<file path="src/rtl/serial_shift_unit_if.sv">
// Request/result bundle between the control FSM (master) and the serial shift unit (slave).
interface serial_shift_unit_if #(
    parameter int WIDTH   = 32,
    parameter int SHAMT_W = 5
);
    logic               start;
    logic [2:0]         op;
    logic [SHAMT_W-1:0] shamt;
    logic [WIDTH-1:0]   data_in;
    logic               busy;
    logic               done;
    logic [WIDTH-1:0]   data_out;

    modport master (
        output start, op, shamt, data_in,
        input  busy, done, data_out
    );

    modport slave (
        input  start, op, shamt, data_in,
        output busy, done, data_out
    );
endinterface

</file>
<file path="src/rtl/serial_shift_unit.sv">
// One-bit-per-clock shift/rotate unit; result is published on entry to DONE and
// held until the next accepted request completes.
module serial_shift_unit #(
    parameter int WIDTH   = 32,
    parameter int SHAMT_W = 5
) (
    input  logic                 clk,
    input  logic                 reset,
    serial_shift_unit_if.slave   bus
);
    localparam logic [1:0] ST_IDLE  = 2'd0;
    localparam logic [1:0] ST_SHIFT = 2'd1;
    localparam logic [1:0] ST_DONE  = 2'd2;

    localparam logic [2:0] OP_SLL = 3'b000;
    localparam logic [2:0] OP_SRL = 3'b001;
    localparam logic [2:0] OP_SRA = 3'b010;
    localparam logic [2:0] OP_ROL = 3'b011;
    localparam logic [2:0] OP_ROR = 3'b100;

    logic [1:0]         state_q, state_d;
    logic [WIDTH-1:0]   shreg_q, shreg_d;
    logic [SHAMT_W-1:0] cnt_q, cnt_d;
    logic [2:0]         op_q, op_d;
    logic [WIDTH-1:0]   data_out_q, data_out_d;
    logic [WIDTH-1:0]   step;
    logic               accept;
    logic               trivial;

    always_comb begin
        step = shreg_q;
        case (op_q)
            OP_SLL:  step = {shreg_q[WIDTH-2:0], 1'b0};
            OP_SRL:  step = {1'b0, shreg_q[WIDTH-1:1]};
            OP_SRA:  step = {shreg_q[WIDTH-1], shreg_q[WIDTH-1:1]};
            OP_ROL:  step = {shreg_q[WIDTH-2:0], shreg_q[WIDTH-1]};
            OP_ROR:  step = {shreg_q[0], shreg_q[WIDTH-1:1]};
            default: step = shreg_q;
        endcase
    end

    // Requests arriving while shifting are dropped, not queued.
    assign accept  = bus.start && (state_q != ST_SHIFT);
    assign trivial = (bus.shamt == '0) || (bus.op > OP_ROR);

    always_comb begin
        state_d    = state_q;
        shreg_d    = shreg_q;
        cnt_d      = cnt_q;
        op_d       = op_q;
        data_out_d = data_out_q;
        if (accept) begin
            op_d    = bus.op;
            shreg_d = bus.data_in;
            if (trivial) begin
                state_d    = ST_DONE;
                cnt_d      = '0;
                data_out_d = bus.data_in;
            end else begin
                state_d = ST_SHIFT;
                cnt_d   = bus.shamt;
            end
        end else begin
            case (state_q)
                ST_SHIFT: begin
                    shreg_d = step;
                    cnt_d   = cnt_q - 1'b1;
                    if (cnt_q == SHAMT_W'(1)) begin
                        state_d    = ST_DONE;
                        data_out_d = step;
                    end
                end
                ST_DONE: state_d = ST_IDLE;
                default: state_d = ST_IDLE;
            endcase
        end
    end

    always_ff @(posedge clk or negedge reset) begin
        if (!reset) begin
            state_q    <= ST_IDLE;
            shreg_q    <= '0;
            cnt_q      <= '0;
            op_q       <= '0;
            data_out_q <= '0;
        end else begin
            state_q    <= state_d;
            shreg_q    <= shreg_d;
            cnt_q      <= cnt_d;
            op_q       <= op_d;
            data_out_q <= data_out_d;
        end
    end

    assign bus.busy     = (state_q == ST_SHIFT);
    assign bus.done     = (state_q == ST_DONE);
    assign bus.data_out = data_out_q;
endmodule

</file>
<file path="src/flat_wrapper.sv">
// flat-port wrapper written by rule: the top's interface ports become plain ports
module serial_shift_unit_flat 
#(
    parameter int WIDTH   = 32,
    parameter int SHAMT_W = 5
)
  (clk, reset, bus_start, bus_op, bus_shamt, bus_data_in, bus_busy, bus_done, bus_data_out);
  serial_shift_unit_if #(.WIDTH(WIDTH), .SHAMT_W(SHAMT_W)) bus_i ();
  input  logic clk;
  input  logic reset;
  input wire logic [$bits(bus_i.start)-1:0] bus_start;
  input wire logic [$bits(bus_i.op)-1:0] bus_op;
  input wire logic [$bits(bus_i.shamt)-1:0] bus_shamt;
  input wire logic [$bits(bus_i.data_in)-1:0] bus_data_in;
  output wire logic [$bits(bus_i.busy)-1:0] bus_busy;
  output wire logic [$bits(bus_i.done)-1:0] bus_done;
  output wire logic [$bits(bus_i.data_out)-1:0] bus_data_out;
  assign bus_i.start = bus_start;
  assign bus_i.op = bus_op;
  assign bus_i.shamt = bus_shamt;
  assign bus_i.data_in = bus_data_in;
  assign bus_busy = bus_i.busy;
  assign bus_done = bus_i.done;
  assign bus_data_out = bus_i.data_out;
  serial_shift_unit #(.WIDTH(WIDTH), .SHAMT_W(SHAMT_W)) u_core (.clk(clk), .reset(reset), .bus(bus_i));
endmodule
</file>
<file path="config.mk">
export PLATFORM = sky130hd
export DESIGN_NAME = serial_shift_unit_flat
export DESIGN_NICKNAME = d
export VERILOG_FILES = /design/src/rtl/serial_shift_unit_if.sv /design/src/rtl/serial_shift_unit.sv /design/src/flat_wrapper.sv
export SDC_FILE = /design/constraint.sdc
export NUM_CORES = 1
export LEC_CHECK = 0
export ABC_AREA = 1
export CORE_MARGIN = 2
export CORE_UTILIZATION = 45
export CTS_CLUSTER_SIZE = 10
export DETAILED_ROUTE_END_ITERATION = 12
export PLACE_DENSITY = 0.72
export RECOVER_POWER = 100
export SETUP_SLACK_MARGIN = 0.1
export SLEW_MARGIN = 0
export SYNTH_ARGS = -nofsm -noshare
export SYNTH_HDL_FRONTEND = slang
export SYNTH_SLANG_ARGS = --single-unit
</file>
<file path="constraint.sdc">
create_clock -name clk -period 1.5 [get_ports clk]
set_clock_uncertainty 0.15 [all_clocks]
set_input_delay 0.3 -clock clk [delete_from_list [all_inputs] [get_ports clk]]
set_output_delay 0.3 -clock clk [all_outputs]
set_load 0.1 [all_outputs]
</file>
==> results.json <==
{
  "nFillCells": 703,
  "syn_nets": 712,
  "setup_violations": 74,
  "nets": 845,
  "io_pins": 77,
  "final_cell_area_sq_um": 7050,
  "synth_edf_count": 0,
  "syn2layout_area_growth_pct": 59.2,
  "cts_made_buffers": 9,
  "wl_met2_um": 7950,
  "synth_area_per_cell_sq_um": 6.64,
  "routedWlPerCell_um": 16.7,
  "antenna_found_initial": 0,
  "cts_tree": "yes",
  "start_kind": "flop",
  "diodes": 0,
  "post-route-period-util_pct": 119,
  "ant_nets": 0,
  "port_buffers": 76,
  "mostFrequentLayoutCell": "nand2_1",
  "async_flop_share_pct": 100,
  "worstSetupPathType": "flop to flop",
  "hold_path_class": "input port to asynchronous set/reset pin",
  "yosysUniqueCellTypes": 27,
  "worstSetupEndpointType": "flop",
  "timing.hold.ws_ns": 0.284,
  "r2r_end": "u_core.bus.data_out[30]$_DFFE_PN0P_",
  "dp.cells": 885,
  "crit_required_ns": 1.63,
  "hold_violations": 0,
  "fmax_mhz": 562,
  "rr_worst_depth": 7,
  "status": "complete, but fails checks",
  "vias": 5007,
  "crit_path_end": "u_core.bus.data_out[30]$_DFFE_PN0P_",
  "rsz0062_at_grt": "yes",
  "ys_seq_elements": 74,
  "cts.htree.levels": 3,
  "grt_first_pass_wirelength_um": 22000,
  "synthCells": 667,
  "drive_gt1_share_pct": 38.1,
  "crit_slowest_cell": "dfrtp_1",
  "fin_cells": 938,
  "regToRegSetupSlack_ns": -0.28,
  "max_stage_delay_ns": 0.43,
  "clk_pin_slew_worst_paths_ns": 0.08,
  "cts_root_buf": "clkbuf_8",
  "grt_max_degree": 31,
  "gp_congestion": 0.866,
  "r2r_start": "u_core.cnt_q[4]$_DFFE_PN0P_",
  "cap_viol_max_count": 0,
  "path_cells": "inv_1 -> nand4_1 -> o21ai_2 -> buf_6 -> clkbuf_16 -> nand2_1 -> nand2_1",
  "layout_common_cells": "251 x nand2_1, 74 x dfrtp_1, 67 x nand3_1",
  "synth_warnings": 0,
  "min_period_ns": 1.78,
  "top_layer": "met4",
  "met3_length_um": 1120,
  "grt_pass1_vias": 4746,
  "die_y_um": 103,
  "slew_headroom_pct": 68.9,
  "setup_ws_ns": -0.279,
  "worstSkewPairLatency_ns": 0.34,
  "core_area_sq_um": 9640,
  "drt-total-wl_um": 15600,
  "fin_tns_setup_ns": -12.69,
  "synthFlopType": "dfrtp_1",
  "violations": "setup timing",
  "dpl_cell_area_sq_um": 6140,
  "tightest_slew_ns": 0.467,
  "post-route-drc-count": 0,
  "synth_area_sq_um": 4430,
  "cp_max_fo": 10,
  "dr.pass1.iters": 5,
  "cp-startpoint": "u_core.cnt_q[4]$_DFFE_PN0P_",
  "crit_path_frequent_cell": "nand2_1",
  "die_x_um": 103,
  "synth_seq_area_share_pct": 41.8,
  "grt.total_usage_pct": 26.4,
  "rows": 36,
  "avgViaCountPerCell": 5.34,
  "clk_path_buf_depth": 2,
  "drv_slew": 0,
  "wl_met1_um": 6040,
  "post-dp-hpwl_um": 8670,
  "grt.overflow.total": 0,
  "initial_core_util_pct": 45.9,
  "detail_route.iter0.violations": 348,
  "cp.arrival_ns": 1.91,
  "die_area_sq_um": 10600,
  "clock_sinks": 74
}
## worst max-delay path: cells and delay by family (launching register included)
kind	cells	cell delay, ns
AO/OA/AOI/OAI	1	0.27
buffers and inverters	3	0.49
flip-flops	1	0.43
AND/OR/NAND/NOR	3	0.37
## metal layers
metal  track usage [%]  up-vias
met5                 0        -
met1              32.9     2388
li1                  -     2297
met2              46.8      265
met4              9.82        0
met3              3.76       57
## kinds of logic after synthesis
kind of cell             Yosys count  share of synthesized area [%]
AO/OA/AOI/OAI                     15                           1.98
flip-flops                        74                           41.8
buffers and inverters            116                           12.5
AND/OR/NAND/NOR                  460                           43.1
adder cells (fa/ha/maj)            2                          0.565
## state kept, by name (all words and copies together) (netlist names)
| name | flops |
|---|---|
| u_core.bus.data_out | 32 |
| u_core.cnt_q | 5 |
| u_core.op_q | 3 |
| u_core.state_q | 2 |
| u_core.shreg_q | 32 |
## Yosys cell counts, types with 2 or more instances
library cell | instances | area share (%)
ha_1 | 2 | 0.57
dfrtp_1 | 74 | 42
nand2_2 | 4 | 0.57
o21ai_1 | 2 | 0.23
buf_2 | 16 | 1.8
nor2_1 | 12 | 1.0
buf_6 | 6 | 1.5
nand2_1 | 336 | 28
nand3_1 | 99 | 11
clkbuf_1 | 2 | 0.17
nand4_1 | 3 | 0.42
o21ai_0 | 8 | 0.90
nand2_4 | 3 | 0.76
inv_2 | 10 | 0.85
inv_1 | 52 | 4.4
clkinv_1 | 17 | 1.4
buf_4 | 11 | 1.9
## through the flow
stage          setup WS [ns]  utilization [%]
3_5_place_dp          -0.418             63.7
2_1_floorplan        -0.0381                -
4_1_cts               -0.162             69.5
3_3_place_gp          -0.381             63.7
6_report              -0.279             73.1
5_1_grt               -0.311             73.1
## worst min path at each step
stage                     cells after the start  slack [ns]                                  end  start
after floorplan                               0       -0.15   u_core.bus.data_out[0]$_DFFE_PN0P_  reset
after CTS                                     2        0.21  u_core.bus.data_out[23]$_DFFE_PN0P_  reset
after global routing                          2        0.33  u_core.bus.data_out[25]$_DFFE_PN0P_  reset
final                                         2        0.28  u_core.bus.data_out[23]$_DFFE_PN0P_  reset
after global placement                        1        0.04  u_core.bus.data_out[24]$_DFFE_PN0P_  reset
after detailed placement                      1        0.04  u_core.bus.data_out[23]$_DFFE_PN0P_  reset
## what timing repair did
item                                   4_1_cts  5_1_grt
hold buffers                                 1        0
pin swaps                                    6       72
cloned                                       2        6
setup endpoints to repair                   95      106
setup buffers                               17       11
resized for setup                           40      139
endpoints found under the hold margin       74        0
## cell type report
class,instances,area (sq um),area share [%]
Inverter,80,363,5.15
Multi-Input combinational cell,477,2580,36.7
Tap cell,133,166,2.36
Clock inverter,5,100,1.42
Clock buffer,11,151,2.15
Timing Repair Buffer,158,1830,26.0
Sequential cell,74,1850,26.3
Power is not shown: default switching activity piles up to over one toggle a cycle in this logic, so the estimate is an artifact.
